$ cat config.mk
export PLATFORM = sky130hd
export DESIGN_NAME = scope_capture_ctrl
export DESIGN_NICKNAME = d
export VERILOG_FILES = /design/src/rtl/scope_capture_ctrl.sv
export SDC_FILE = /design/constraint.sdc
export NUM_CORES = 1
export LEC_CHECK = 0
export ABC_AREA = 1
export BUFFER_PORTS_ARGS = -buffer_cell sky130_fd_sc_hd__clkbuf_2
export CAP_MARGIN = 15
export CELL_PAD_IN_SITES_DETAIL_PLACEMENT = 0
export CELL_PAD_IN_SITES_GLOBAL_PLACEMENT = 1
export CORE_UTILIZATION = 46
export CTS_CLUSTER_DIAMETER = 60
export DETAILED_ROUTE_END_ITERATION = 16
export PLACE_DENSITY = 0.89
export SYNTH_ARGS = -nofsm -noshare
export SYNTH_HDL_FRONTEND = slang
export SYNTH_SLANG_ARGS = --single-unit
$ cat constraint.sdc
create_clock -name clk -period 4.98 [get_ports clk]
set_input_delay 0.249 -clock clk [delete_from_list [all_inputs] [get_ports clk]]
set_output_delay 0.249 -clock clk [all_outputs]
set_load 0.01 [all_outputs]
$ cat src/rtl/scope_capture_ctrl.sv
// Capture sequencer for the flash-ADC scope front end.
// Waits for the sample FIFO to drain, arms a level/slope trigger (or an auto
// timeout), then writes one post-trigger record of programmable length with
// optional decimation, followed by a holdoff period.
module scope_capture_ctrl #(
    parameter int unsigned DATA_W  = 8,
    parameter int unsigned LEN_W   = 10,
    parameter int unsigned AUTO_TO = 1048576,
    parameter int unsigned HOLD_W  = 16
) (
    input  logic              clk,
    input  logic              rst_n,
    input  logic [DATA_W-1:0] adc_data,
    input  logic [DATA_W-1:0] trig_level,
    input  logic              trig_rising,
    input  logic [1:0]        mode,
    input  logic              arm,
    input  logic [LEN_W-1:0]  capture_len,
    input  logic [7:0]        decim,
    input  logic [HOLD_W-1:0] holdoff,
    input  logic              fifo_empty,
    input  logic              fifo_full,
    output logic              wrreq,
    output logic [DATA_W-1:0] wr_data,
    output logic              triggered,
    output logic              forced,
    output logic              capture_done,
    output logic              busy,
    output logic [2:0]        state
);

    // Auto timer only has to reach AUTO_TO-1.
    localparam int unsigned TIMER_W = (AUTO_TO > 1) ? $clog2(AUTO_TO) : 1;

    localparam logic [1:0] ModeNormal = 2'd0;
    localparam logic [1:0] ModeAuto   = 2'd1;
    localparam logic [1:0] ModeSingle = 2'd2;
    localparam logic [1:0] ModeStop   = 2'd3;

    typedef enum logic [2:0] {
        StIdle      = 3'd0,
        StWaitEmpty = 3'd1,
        StArmed     = 3'd2,
        StCapture   = 3'd3,
        StHoldoff   = 3'd4
    } state_e;

    state_e              state_q, state_d;
    logic                wrreq_q, wrreq_d;
    logic [DATA_W-1:0]   wr_data_q, wr_data_d;
    logic                triggered_q, triggered_d;
    logic                forced_q, forced_d;
    logic                capture_done_q, capture_done_d;
    logic [LEN_W-1:0]    sample_cnt_q, sample_cnt_d;
    logic [HOLD_W-1:0]   hold_cnt_q, hold_cnt_d;
    logic [TIMER_W-1:0]  timer_q, timer_d;
    logic [7:0]          dec_cnt_q, dec_cnt_d;
    logic [DATA_W-1:0]   prev_q, prev_d;
    logic                prev_valid_q, prev_valid_d;

    logic                dec_tick;
    logic [LEN_W-1:0]    len_eff;
    logic                rise_hit;
    logic                fall_hit;
    logic                trig_hit;
    logic                auto_hit;

    // Trigger detection, decimation tick and effective record length.
    always_comb begin
        dec_tick = (dec_cnt_q == 8'd0);
        len_eff  = (capture_len == '0) ? LEN_W'(1) : capture_len;
        rise_hit = prev_valid_q && (prev_q < trig_level) && (adc_data >= trig_level);
        fall_hit = prev_valid_q && (prev_q > trig_level) && (adc_data <= trig_level);
        trig_hit = dec_tick && (trig_rising ? rise_hit : fall_hit);
        auto_hit = (mode == ModeAuto) && (timer_q == TIMER_W'(AUTO_TO - 1));
    end

    // Next-state and registered-output logic for the capture sequencer.
    always_comb begin
        state_d        = state_q;
        wrreq_d        = 1'b0;
        wr_data_d      = wr_data_q;
        triggered_d    = triggered_q;
        forced_d       = forced_q;
        capture_done_d = 1'b0;
        sample_cnt_d   = sample_cnt_q;
        hold_cnt_d     = hold_cnt_q;
        timer_d        = timer_q;
        prev_d         = prev_q;
        prev_valid_d   = prev_valid_q;
        dec_cnt_d      = (dec_cnt_q >= decim) ? 8'd0 : dec_cnt_q + 8'd1;

        case (state_q)
            StIdle: begin
                if ((mode == ModeNormal) || (mode == ModeAuto) ||
                    ((mode == ModeSingle) && arm)) begin
                    state_d     = StWaitEmpty;
                    triggered_d = 1'b0;
                    forced_d    = 1'b0;
                end
            end
            StWaitEmpty: begin
                if (fifo_empty) begin
                    state_d      = StArmed;
                    timer_d      = '0;
                    prev_valid_d = 1'b0;
                    dec_cnt_d    = 8'd0;
                end
            end
            StArmed: begin
                if (dec_tick) begin
                    prev_d       = adc_data;
                    prev_valid_d = 1'b1;
                end
                if (mode == ModeAuto) begin
                    timer_d = timer_q + TIMER_W'(1);
                end
                // A real edge wins over the timeout in the same clock.
                if (trig_hit || auto_hit) begin
                    state_d      = StCapture;
                    triggered_d  = trig_hit;
                    forced_d     = !trig_hit;
                    wrreq_d      = !fifo_full;
                    wr_data_d    = adc_data;
                    sample_cnt_d = LEN_W'(1);
                end
            end
            StCapture: begin
                if (sample_cnt_q >= len_eff) begin
                    capture_done_d = 1'b1;
                    state_d        = StHoldoff;
                    hold_cnt_d     = '0;
                end else if (dec_tick) begin
                    // A full FIFO drops the sample but the record keeps its length.
                    wrreq_d      = !fifo_full;
                    wr_data_d    = adc_data;
                    sample_cnt_d = sample_cnt_q + LEN_W'(1);
                end
            end
            StHoldoff: begin
                if (hold_cnt_q >= holdoff) begin
                    state_d = StIdle;
                end else begin
                    hold_cnt_d = hold_cnt_q + HOLD_W'(1);
                end
            end
            default: begin
                state_d = StIdle;
            end
        endcase

        // Stop abandons whatever is in flight; a partial record stays in the FIFO.
        if (mode == ModeStop) begin
            state_d        = StIdle;
            wrreq_d        = 1'b0;
            capture_done_d = 1'b0;
        end
    end

    // State and datapath registers.
    always_ff @(posedge clk or negedge rst_n) begin
        if (!rst_n) begin
            state_q        <= StIdle;
            wrreq_q        <= 1'b0;
            wr_data_q      <= '0;
            triggered_q    <= 1'b0;
            forced_q       <= 1'b0;
            capture_done_q <= 1'b0;
            sample_cnt_q   <= '0;
            hold_cnt_q     <= '0;
            timer_q        <= '0;
            dec_cnt_q      <= 8'd0;
            prev_q         <= '0;
            prev_valid_q   <= 1'b0;
        end else begin
            state_q        <= state_d;
            wrreq_q        <= wrreq_d;
            wr_data_q      <= wr_data_d;
            triggered_q    <= triggered_d;
            forced_q       <= forced_d;
            capture_done_q <= capture_done_d;
            sample_cnt_q   <= sample_cnt_d;
            hold_cnt_q     <= hold_cnt_d;
            timer_q        <= timer_d;
            dec_cnt_q      <= dec_cnt_d;
            prev_q         <= prev_d;
            prev_valid_q   <= prev_valid_d;
        end
    end

    assign wrreq        = wrreq_q;
    assign wr_data      = wr_data_q;
    assign triggered    = triggered_q;
    assign forced       = forced_q;
    assign capture_done = capture_done_q;
    assign busy         = (state_q != StIdle);
    assign state        = state_q;

endmodule

---- Yosys cells after proc, flatten, opt, wreduce, memory -nomap -nowiden ----
Cells that the tools add are included.
word-level totals
  word-level logic and storage cells ...... 115
  input port bits ......................... 58
  output and inout bits ................... 16
  register bits after elaboration ......... 78
cells by class
  $lt $le $gt $ge ......................... 7
  add/sub/neg operators ................... 4
  equality and inequality tests ........... 22
  reduce and logical (&&, ||, !) cells .... 28
  muxes and demuxes ....................... 42
operator list
  cell                   count
  $mux 8                 6
  $mux 10                4
  $mux 20                2
  $pmux 20 s2            1
  $mux 16                2
  $pmux 16 s2            1
  $add 20x1->20 const B  1
  $eq 20x20->1 const B   1
  $pmux 10 s2            1
  $mux 3                 6
  $ne 2x2->1 const B     9
  $add 16x1->16 const B  1
  $ge 16x16->1           1
  $ge 8x8->1             2
  $pmux 8 s2             1
  $ne 3x3->1 const B     5
  $pmux 3 s5             1
  $mux 1                 13
  $reduce_and 3->1       4
  $add 10x1->10 const B  1
  $ge 10x10->1           1
  $logic_not 10->1       1
  $add 8x1->8 const B    1
  $gt 8x8->1             1
  other kinds (19)       36

---- Logic depth before layout (Yosys ltp) ----
  depth after elaboration ................. 9
  gate-level depth with buffers ........... 18
  depth with buffers taken out ............ 18

---- Worst setup path before layout ----
No wires, ideal clock.
  kind .................................... input to register
  start point ............................. input port capture_len[2]
  end point ............................... register hold_cnt_q[14]
  library setup time ...................... 0.119 ns
  path slack .............................. 2.919 ns
  cell stages on the path ................. 13
  path buffers ............................ 2
  data required time ...................... 4.861 ns
  data arrival time ....................... 1.942 ns
  path through ............................ nor4_1 -> a31o_2 -> ha_1 -> nand2_1 -> nor2_1 -> nand4_1 -> nand4_1 -> nand2_1 -> nand2_1 -> buf_4 -> buf_6 -> a31oi_1 -> nor2_1
between the ends
  longest elaborated chain between the ends .. 5
RTL lines
  element                              RTL line  source
  start, declared                      18        input logic [LEN_W-1:0] capture_len,
  $logic_not 10->1                     71        len_eff = (capture_len == '0) ? LEN_W'(1) : capture_len;
  $mux 10 *                            71
  $ge 10x10->1 *                       129       if (sample_cnt_q >= len_eff) begin
  $ne 2x2->1 (no source line) *        n/a
  $reduce_and 3->1 (no source line) *  n/a
  end signal, assigned                 183       hold_cnt_q <= hold_cnt_d;
  end, declared                        55        logic [HOLD_W-1:0] hold_cnt_q, hold_cnt_d;
Mark *: on every way between the ends. The rest lies on a longest branch, timed or not.
A chain may end at the register's enable or synchronous reset.

---- Worst setup path after layout ----
  start point ............................. register hold_cnt_q[13]
  end point ............................... register hold_cnt_q[0]
between the ends
  longest elaborated chain between the ends .. 3
RTL lines
  element                            RTL line  source
  $ge 16x16->1                       141       if (hold_cnt_q >= holdoff) begin
  $ne 2x2->1 (no source line)        n/a
  $reduce_and 3->1 (no source line)  n/a
No other way between the ends.

==> metrics list <==
- In this run the critical register-to-register path is launched from hold_cnt_q[13]$_DFFE_PN0P_.
- Final-report hold violation count: 0
* Number of maximum-capacitance constraint violations: 0
- Netlist area before placement: 5380 sq um
- Half-perimeter wire length of the detailed placement result: 9140 um
- Count of H-tree levels built during CTS: 3
* Synth unique cells: 47
* Iter 0 DRT Violations: 158
* Slew at the pin with the worst max-slew slack: 0.992 ns
- Clock tree from TritonCTS: built
- The net count of the finished layout is between 800 and 900.
- Counting tap cells, the placed design contains a total of 894 instances.
- STA classifies the critical path startpoint as a register.
- ANT cells: 0
- In this run the register-to-register setup slack is 2.30 ns.
- Area added between synthesis and finish: 15.6%
* Source-to-sink clock delay at the later pin of the worst-skew pair: 0.33 ns
- Clock-pin slew was measured on the worst setup and hold paths at about 0.060 ns.
* Max-slew violations: 0
* Pin count of the biggest net entering global routing: 79
- Crit-path leading delay family: simple AND/OR/NAND/NOR gates
- Outcome: completed
- At the end of routability-driven placement, the weighted congestion stood at 0.812.
* Endpoint type of the worst setup path: register
- The number of hold buffers added after CTS was 0.
* Final setup skew: about 0.0077 ns
- Syn Nets: 799
* Detailed-routing iteration count for the pre-antenna-repair pass: 4
* Count of buffers from port buffering: 73
- In this run the mean area of a mapped cell was approximately 8 sq um.
- Post-layout minimum cycle time: ~2.7 ns
- The tree is rooted in a sky130_fd_sc_hd__clkbuf_16.
- Number of placement rows: 39
* Setup repair after global routing missed its margin: no
* R2R Path End: hold_cnt_q[0]$_DFFE_PN0P_
- Setup crit end: hold_cnt_q[0]$_DFFE_PN0P_
* Gate count of the mapped netlist: approximately 690
* Endpoints failing setup: 0
* Peak per-stage delay on the critical path: 0.57 ns
* Number of post-CTS setup repair buffers: 0
* Ys async rst share: 100%
- The total overflow left after global routing is 0.
* Initial core utilization: between 40 and 50%
* Proportion of synthesized chip area in sequential cells: a little over a third
- Antenna violations before repair: 0
- Number of fillers in the final layout: around 1100
- Wires add up to 11900 um.
- Number of register bits inferred by synthesis: 78
* Peak VDD IR: 0.212 mV
- Pwr Density: approximately 370 nW/um^2
- Measured along the y axis, the die boundary spans 110 um.
- The signal on the critical path passes through ha_1 -> nand2_1 -> nor3_1 -> nand3_1 -> nand4_1 -> nand2_1 -> nand3_1 -> o21ai_0.
- Stages on the worst setup path: 8
- Global-route total usage across every layer: 21.1%
* Number of buffers added by the clock tree synthesis step: 9
* Final worst-path cycle share: 53.7%
- The core region is 11400 sq um.
* Number of non-filler instances in the completed layout: 910
* Commonest non-fill, non-tap cells in the layout: sky130_fd_sc_hd__nand2_1 (149), sky130_fd_sc_hd__inv_1 (97), sky130_fd_sc_hd__dfrtp_1 (78)
- Gates resized during post-CTS repair numbered 0.
- The critical path starts at hold_cnt_q[13]$_DFFE_PN0P_.
- The slowest stage of the critical path is the sky130_fd_sc_hd__nand2_1 cell.
- The path class of the tightest hold or removal check is in -> async.
* Max Root-Sink Buffers: 2
- Headroom to the max-slew limit came out at 33.9%.
- Among all flip-flop cells after synthesis, the most frequent one is sky130_fd_sc_hd__dfrtp_1.
* Total negative slack for setup checks: 0 ns
- The clock net in this run drives a total of 78 sinks.
- Static timing analysis puts the maximum clock frequency at 0.374 GHz.
- Total leakage power: approximately 3.4 nW
- Die Footprint: 12100 sq um
- The routed layout has 4740 vias.
- Critical Path Fanout Max: 29
* Required @ worst endpoint: 5.14 ns
* Total of warnings raised by yosys: 0
- Wire length of the first global-routing pass: 20000 um
- After detailed routing, the average wire length per cell comes to roughly 13 um.
* Post-synth EDFFs: 0
* CP Data Arrival Time: around 2.8 ns
* DRC violations left: 0
- Number of routed nets with antenna violations: 0
- Chip Width: between 100 and 150 um
* Number of top-level design ports: between 70 and 80
- R2R depth: 8
- Cells with a size suffix above 1 make up 16.4% of the layout.
- Via count of the first global-routing pass: 4466
* Crit Path Category: reg -> reg
- The critical path contains buffers and inverters numbering 0 combined.
- The library cell used most frequently in the layout, excluding fill and tap cells, is sky130_fd_sc_hd__nand2_1.
- Routed via count divided by cell count: 5.21
[cells in the mapped netlist (all sizes together) (6+ instances only)]
| library cell | n | area, sq um |
|---|---|---|
| nor2 | 71 | 309 |
| nand3 | 45 | 240 |
| nand4 | 29 | 181 |
| mux2 | 7 | 78.8 |
| nand2 | 156 | 618 |
| inv | 99 | 372 |
| xor2 | 7 | 61.3 |
| o21ai | 17 | 85.1 |
| ha | 55 | 688 |
| nor4 | 7 | 65.1 |
| dfrtp | 78 | 1950 |
| nor3 | 19 | 123 |
| buf | 6 | 41.3 |
| a21oi | 52 | 272 |
[state kept, by name, indices dropped and copies added (netlist names), 3 cells and up]
name          flops
state             3
sample_cnt_q     10
dec_cnt_q         8
timer_q          20
hold_cnt_q       16
wr_data           8
prev_q            8
[worst register-to-register path: cells and delay by family, from the launching register on]
family / cells / cell delay (ns)
flops: 1 / 0.44
fa+ha+maj: 1 / 0.32
compound gates: 1 / 0.13
simple gates: 6 / 1.63
[how the worst min path moves through the flow]
stage,depth (start not counted),end
floorplan,0,capture_done$_DFF_PN0_
global placement,1,dec_cnt_q[0]$_DFF_PN0_
detailed placement,1,dec_cnt_q[0]$_DFF_PN0_
CTS,1,timer_q[9]$_DFFE_PN0P_
global route,3,wr_data[0]$_DFFE_PN0P_
finish,1,timer_q[8]$_DFFE_PN0P_
[routing by layer]
layer  up-vias  global-route usage (%)  routed length [um]
met3        11                    2.53                 384
met5         -                       0                   0
met4         0                    5.92                 114
met2        74                    36.6                5760
li1       2453                       -                   -
met1      2202                    27.8                5660
[cell families after synthesis]
family	Yosys count	synth area share [%]
buffers and inverters	108	7.89
multiplexers	7	1.47
flip-flops	78	36.3
AO/OA/AOI/OAI	92	9.93
XOR/XNOR	10	1.63
adder cells (fa/ha/maj)	55	12.8
AND/OR/NAND/NOR	336	30.0
[area by class of cell]
cell class | instances | area [sq um] | area share, %
Timing Repair Buffer | 74 | 375 | 6.04
Clock buffer | 10 | 229 | 3.68
Clock inverter | 6 | 110 | 1.77
Inverter | 99 | 372 | 5.98
Sequential cell | 78 | 1950 | 31.4
Multi-Input combinational cell | 500 | 3000 | 48.3
Tap cell | 143 | 179 | 2.88
[where the power goes]
part | switching (mW) | internal, mW
Clock | 0.260 | 0.489
Sequential | 0.107 | 0.750
Combinational | 0.422 | 0.275
Total | 0.789 | 1.51
[stage by stage]
step	worst slack (ns)	instance area (sq um)	hold slack [ns]	utilization [%]	total power, mW
4_1_cts	2.30	6220	0.128	54.5	2.32
5_1_grt	2.05	6220	0.166	54.5	2.46
2_1_floorplan	2.92	5380	-0.0466	-	1.35
6_report	2.30	6220	0.0783	54.5	2.30
3_3_place_gp	2.35	5880	0.450	51.5	1.54
3_5_place_dp	2.30	5880	0.455	51.5	1.57
(Power assumes the default switching activity.)
